## src/rtl/validator_lane_scheduler.sv

```systemverilog
// Round-robin dispatch of transactions to parallel validator lanes,
// with in-order re-emission of passing results and drop counting.
module validator_lane_scheduler #(
  parameter int NUM_LANES  = 4,
  parameter int DROP_CNT_W = 16
) (
  input  logic                      clk,
  input  logic                      rst,
  input  logic [127:0]              data_i,
  input  logic                      valid_i,
  output logic                      ack_o,
  output logic [NUM_LANES-1:0]      lane_start_o,
  output logic [127:0]              lane_data_o,
  input  logic [NUM_LANES-1:0]      lane_done_i,
  input  logic [NUM_LANES-1:0]      lane_pass_i,
  input  logic [NUM_LANES*128-1:0]  lane_result_i,
  output logic [127:0]              data_o,
  output logic                      valid_o,
  input  logic                      ready_i,
  output logic [DROP_CNT_W-1:0]     drop_cnt_o,
  output logic                      stray_done_o
);

  localparam int IDW = $clog2(NUM_LANES);
  localparam int CW  = IDW + 1;

  typedef enum logic {
    IDLE,
    PRESENT
  } col_state_e;

  logic [NUM_LANES-1:0]  busy_q, busy_d;
  logic [NUM_LANES-1:0]  have_q, have_d;
  logic [NUM_LANES-1:0]  pass_q, pass_d;
  logic [127:0]          res_q [NUM_LANES];
  logic [127:0]          res_in [NUM_LANES];
  logic [IDW-1:0]        ord_q [NUM_LANES];
  logic [IDW-1:0]        hd_q, hd_d, tl_q, tl_d;
  logic [CW-1:0]         cnt_q, cnt_d;
  logic [IDW-1:0]        rr_q, rr_d;
  logic [NUM_LANES-1:0]  start_q, start_d;
  logic [127:0]          ldata_q, ldata_d;
  logic [127:0]          dout_q, dout_d;
  col_state_e            st_q, st_d;
  logic [DROP_CNT_W-1:0] drop_q, drop_d;
  logic                  stray_q, stray_d;

  logic [IDW-1:0]        gnt, idx, h;
  logic                  gnt_vld, accept;
  logic [NUM_LANES-1:0]  cap;
  logic                  h_have, h_pass;
  logic [127:0]          h_res;
  logic                  pop, load, drop;

  always_comb begin
    for (int n = 0; n < NUM_LANES; n++) begin
      res_in[n] = lane_result_i[128*n +: 128];
    end
  end

  // First free lane at or after rr_q, wrapping.
  always_comb begin
    gnt_vld = 1'b0;
    gnt     = '0;
    idx     = rr_q;
    for (int i = 0; i < NUM_LANES; i++) begin
      idx = rr_q + IDW'(i);
      if (!gnt_vld && !busy_q[idx]) begin
        gnt_vld = 1'b1;
        gnt     = idx;
      end
    end
  end

  assign accept = rst & valid_i & gnt_vld;
  assign ack_o  = accept;

  assign cap     = lane_done_i & busy_q & ~have_q;
  assign stray_d = stray_q | (|(lane_done_i & ~(busy_q & ~have_q)));

  // A verdict arriving this cycle for the head lane is used directly.
  assign h      = ord_q[hd_q];
  assign h_have = have_q[h] | cap[h];
  assign h_pass = have_q[h] ? pass_q[h] : lane_pass_i[h];
  assign h_res  = have_q[h] ? res_q[h] : res_in[h];

  always_comb begin
    st_d   = st_q;
    pop    = 1'b0;
    load   = 1'b0;
    drop   = 1'b0;
    dout_d = dout_q;
    unique case (st_q)
      IDLE: begin
        if (cnt_q != '0 && h_have) begin
          if (h_pass) begin
            load   = 1'b1;
            dout_d = h_res;
            st_d   = PRESENT;
          end else begin
            pop  = 1'b1;
            drop = 1'b1;
          end
        end
      end
      PRESENT: begin
        if (ready_i) begin
          pop  = 1'b1;
          st_d = IDLE;
        end
      end
      default: st_d = IDLE;
    endcase
  end

  always_comb begin
    busy_d  = busy_q;
    have_d  = have_q | cap;
    pass_d  = pass_q;
    start_d = '0;
    ldata_d = ldata_q;
    rr_d    = rr_q;
    drop_d  = drop_q;
    for (int n = 0; n < NUM_LANES; n++) begin
      if (cap[n]) pass_d[n] = lane_pass_i[n];
    end
    if (accept) begin
      busy_d[gnt]  = 1'b1;
      start_d[gnt] = 1'b1;
      ldata_d      = data_i;
      rr_d         = gnt + IDW'(1);
    end
    if (pop) begin
      busy_d[h] = 1'b0;
      have_d[h] = 1'b0;
    end
    if (drop && drop_q != '1) drop_d = drop_q + DROP_CNT_W'(1);
    tl_d  = tl_q + IDW'(accept);
    hd_d  = hd_q + IDW'(pop);
    cnt_d = cnt_q + CW'(accept) - CW'(pop);
  end

  always_ff @(posedge clk or negedge rst) begin
    if (!rst) begin
      busy_q  <= '0;
      have_q  <= '0;
      pass_q  <= '0;
      hd_q    <= '0;
      tl_q    <= '0;
      cnt_q   <= '0;
      rr_q    <= '0;
      start_q <= '0;
      ldata_q <= '0;
      dout_q  <= '0;
      st_q    <= IDLE;
      drop_q  <= '0;
      stray_q <= 1'b0;
    end else begin
      busy_q  <= busy_d;
      have_q  <= have_d;
      pass_q  <= pass_d;
      hd_q    <= hd_d;
      tl_q    <= tl_d;
      cnt_q   <= cnt_d;
      rr_q    <= rr_d;
      start_q <= start_d;
      ldata_q <= ldata_d;
      dout_q  <= dout_d;
      st_q    <= st_d;
      drop_q  <= drop_d;
      stray_q <= stray_d;
    end
  end

  // Payload storage is qualified by busy/have/queue count.
  always_ff @(posedge clk) begin
    if (accept) ord_q[tl_q] <= gnt;
    for (int n = 0; n < NUM_LANES; n++) begin
      if (cap[n]) res_q[n] <= res_in[n];
    end
  end

  assign lane_start_o = start_q;
  assign lane_data_o  = ldata_q;
  assign data_o       = dout_q;
  assign valid_o      = (st_q == PRESENT);
  assign drop_cnt_o   = drop_q;
  assign stray_done_o = stray_q;

endmodule

```

## config.mk

```make
export PLATFORM = sky130hd
export DESIGN_NAME = validator_lane_scheduler
export DESIGN_NICKNAME = d
export VERILOG_FILES = /design/src/rtl/validator_lane_scheduler.sv
export SDC_FILE = /design/constraint.sdc
export NUM_CORES = 1
export LEC_CHECK = 0
export BUFFER_PORTS_ARGS = -buffer_cell sky130_fd_sc_hd__buf_2
export CORE_AREA = 10 10 357 359
export CTS_BUF_LIST = sky130_fd_sc_hd__clkbuf_16
export CTS_CLUSTER_DIAMETER = 150
export CTS_CLUSTER_SIZE = 28
export DETAILED_ROUTE_END_ITERATION = 6
export DIE_AREA = 0 0 367 369
export GPL_ROUTABILITY_DRIVEN = 0
export PLACE_DENSITY = 0.58
export SLEW_MARGIN = 20
export SYNTH_ARGS = -nofsm -noshare
export SYNTH_HDL_FRONTEND = slang
export SYNTH_SLANG_ARGS = --single-unit
export TNS_END_PERCENT = 5
```

## constraint.sdc

```tcl
create_clock -name clk -period 8.11 [get_ports clk]
set_input_delay 0.4055 -clock clk [delete_from_list [all_inputs] [get_ports clk]]
set_output_delay 0.4055 -clock clk [all_outputs]
set_load 0.1 [all_outputs]
```

==> impl_metrics.env <==
export IMPL_r2r_end="data_o[5]"
export IMPL_totalWireLength_um=124000
export IMPL_hpwl_um=84000
export IMPL_final_period_utilization=0.654
export IMPL_hold_depth=1
export IMPL_finalNetCount=4186
export IMPL_seqPwrFrac=0.297
export IMPL_vias=24600
export IMPL_r2r_start="hd_q[0]"
export IMPL_tightest_slew_ps=1110
export IMPL_coreArea_sq_um=120000
export IMPL_arrival_ps=5820
export IMPL_synth_seq_cells=819
export IMPL_synth_cell_types=43
export IMPL_power_switching_mw=9.54
export IMPL_cp_top_family="multiplexers"
export IMPL_maxSlewHeadroom=0.261
export IMPL_cts_htree_levels=2
export IMPL_track_usage=0.176
export IMPL_powerDensity_nw_per_um2=401
export IMPL_cts_buffer_depth=3
export IMPL_rsz0062_at_grt="no"
export IMPL_fp_dieW_um=367
export IMPL_ff_latch_area_sq_um=23100
export IMPL_layout_commonest_cell="buf_2"
export IMPL_async_flop_share=0.365
export IMPL_cts_resized=0
export IMPL_multi_input_area_sq_um=11700
export IMPL_clk_pin_slew_ps=110
export IMPL_fin_ws_ps=2800
export IMPL_cpPeakStageDelay_ps=1120
export IMPL_cts_setup_buffers=0
export IMPL_antenna_left=0
export IMPL_grt_pass1_vias=26800
export IMPL_dieHeight_um=369
export IMPL_synthToLayoutAreaGrowth_pct=39.3
export IMPL_grt_start_max_net_pins=136
export IMPL_nFillCells=11000
export IMPL_clkLatencyLatePin_ps=620
export IMPL_cpMostUsedCell="buf_4"
export IMPL_worst_clock_skew_ps=29.0
export IMPL_crit_fanout=129
export IMPL_preCtsSetupSlack_ps=2760
export IMPL_grt_overflow=0
export IMPL_start_util=0.296
export IMPL_layout_common_cells="buf_2 (929), dlygate4sd3_1 (636), edfxtp_1 (520), nand2_1 (411), dfrtp_1 (299)"
export IMPL_power_frac_comb=0.589
export IMPL_max_cap_viol_count=0
export IMPL_power_internal_mw=10.3
export IMPL_cp_end_kind="flop"
export IMPL_antenna_found_initial=34
export IMPL_ir_drop_mv=0.570
export IMPL_holdWs_ps=54.9
export IMPL_crit_path_top_delay_cell="mux4_4"
export IMPL_layout_drive_gt1_share=0.432
export IMPL_grt_pass1_wl_um=183000
export IMPL_swShare=0.482
export IMPL_setup_viol=0
export IMPL_r2r_cells=9
export IMPL_p_leak_nw=20.0
export IMPL_num_io_pins=931
export IMPL_yosysSeqAreaShare=0.652
export IMPL_holdPathEnd="res_q[1][61]"
export IMPL_first_iter_violations=1912
export IMPL_hold_viol=0
export IMPL_dieArea_sq_um=135000
export IMPL_crit_path_cell_trace="mux4_4 > mux2i_1 > mux2i_4 > buf_12 > a22oi_1 > nor2_4 > buf_4 > buf_4 > mux2_2"
export IMPL_drv_slew=0
export IMPL_syn_area_per_cell_sq_um=17.6
export IMPL_synth_main_ff_cell="edfxtp_1"
export IMPL_cp_num_buf_inv=3
export IMPL_hold_start="lane_result_i[189]"
export IMPL_netlist_area_sq_um=35400
export IMPL_drc=0
export IMPL_avgRoutedWirePerCell_um=23.8
export IMPL_syn_num_nets=2676
export IMPL_setup_tns_final_ps=0
export IMPL_netlist_instances=2014
export IMPL_portBuffers=930
export IMPL_clock_sinks=819
export IMPL_rows=127
export IMPL_synth_edff_count=520
export IMPL_cts_root_buf="clkbuf_16"
export IMPL_cts_tree="built"
export IMPL_drt_pass1_iter_count=5
export IMPL_yosysWarnings=0
export IMPL_worst_r2r_setup_slack_ps=2800
export IMPL_pwr_share_clk=0.114
export IMPL_period_minus_slack_ps=5310
export IMPL_cp_required_ps=8620
export IMPL_start_kind="flop"
export IMPL_numCtsBuffers=36
export IMPL_status="completed"
export IMPL_vias_per_cell=4.73
export IMPL_fmax_mhz=188
export IMPL_hp_class="primary input to flop"
export IMPL_path_class="flop to flop"
[per-stage QoR]
step	instance area (sq um)	power (mW)	std cells	util
floorplan	35400	14.9	2014	-
global placement	41800	17.4	4462	0.349
detailed placement	41800	17.4	4462	0.349
CTS	49300	20.0	5162	0.411
global route	49400	20.8	5189	0.412
finish	49400	19.8	5189	0.412
[how the worst max path moves through the flow]
| stage | slack [ps] | depth (start not counted) | to | from |
|---|---|---|---|---|
| after floorplan | 2940 | 10 | data_o[117] | busy_q[3] |
| after global placement | 2800 | 9 | data_o[109] | hd_q[0] |
| after detailed placement | 2760 | 9 | data_o[5] | hd_q[0] |
| after CTS | 2740 | 9 | data_o[5] | hd_q[0] |
| after global routing | 2520 | 9 | data_o[5] | hd_q[0] |
| final | 2800 | 9 | data_o[5] | hd_q[0] |
[cells by family after synthesis]
family | share of synthesized area
AND/OR/NAND/NOR | 0.0527
AO/OA/AOI/OAI | 0.00470
XOR/XNOR | 0.00395
adder cells (fa/ha/maj) | 0.00374
flip-flops | 0.652
buffers and inverters | 0.0192
multiplexers | 0.264
[final cells by class]
class                           instances  area share
Clock inverter                         27     0.00342
Timing Repair Buffer                 1593       0.229
Antenna cell                           27     0.00137
Clock buffer                           37      0.0188
Tap cell                             1612      0.0409
Multi-Input combinational cell       1060       0.238
Inverter                               14     0.00147
Sequential cell                       819       0.468
[worst register-to-register path: stages, from the launching register on]
cell and delay (ps):
dfrtp_1 530, mux4_4 1120, mux2i_1 370, mux2i_4 240
buf_12 590, a22oi_1 320, nor2_4 160, buf_4 590
buf_4 890, mux2_2 440
[power by group through the flow]
stage          clock network (mW)  registers [mW]  logic (mW)
2_1_floorplan                   0            9.36        5.59
3_3_place_gp                    0            5.93        11.4
3_5_place_dp                    0            5.95        11.5
4_1_cts                      2.36            5.86        11.8
5_1_grt                      2.50            5.96        12.4
6_report                     2.26            5.87        11.7
[layer usage]
layer / GRT usage / part of all wire
met5: 0 / 0.00027
met4: 0.0614 / 0.031
met3: 0.0392 / 0.067
met2: 0.304 / 0.51
met1: 0.216 / 0.39
[synth_stat cells (5+ instances only)]
| cell | count | area share |
|---|---|---|
| mux4_2 | 259 | 0.16 |
| dfrtp_1 | 299 | 0.21 |
| mux2_2 | 155 | 0.049 |
| mux2i_1 | 13 | 0.0037 |
| clkbuf_1 | 65 | 0.0069 |
| ha_1 | 9 | 0.0032 |
| buf_6 | 18 | 0.0057 |
| edfxtp_1 | 520 | 0.44 |
| buf_1 | 9 | 0.00095 |
| nor2_1 | 16 | 0.0017 |
| mux2_4 | 108 | 0.046 |
| inv_1 | 14 | 0.0015 |
| xor2_1 | 15 | 0.0037 |
| buf_2 | 28 | 0.0040 |
| or2_2 | 5 | 0.00088 |
| nand3_1 | 8 | 0.0011 |
| a21oi_1 | 8 | 0.0011 |
| nor3_1 | 8 | 0.0011 |
| a31oi_1 | 6 | 0.0011 |
| nand2_1 | 411 | 0.044 |
[registers in the layout, indices dropped and copies added (netlist names), 2 cells and up]
| name | flops |
|---|---|
| busy_q | 4 |
| cnt_q | 3 |
| data_o | 128 |
| drop_cnt_o | 16 |
| have_q | 4 |
| hd_q | 2 |
| lane_data_o | 128 |
| lane_start_o | 4 |
| ord_q | 8 |
| pass_q | 4 |
| res_q | 512 |
| rr_q | 2 |
| tl_q | 2 |
[what timing repair did]
item / 4_1_cts / 5_1_grt
endpoints found under the setup margin: 0 / 0
endpoints found under the hold margin: 710 / 0
hold buffers: 636 / 0
(Power assumes the default switching activity.)
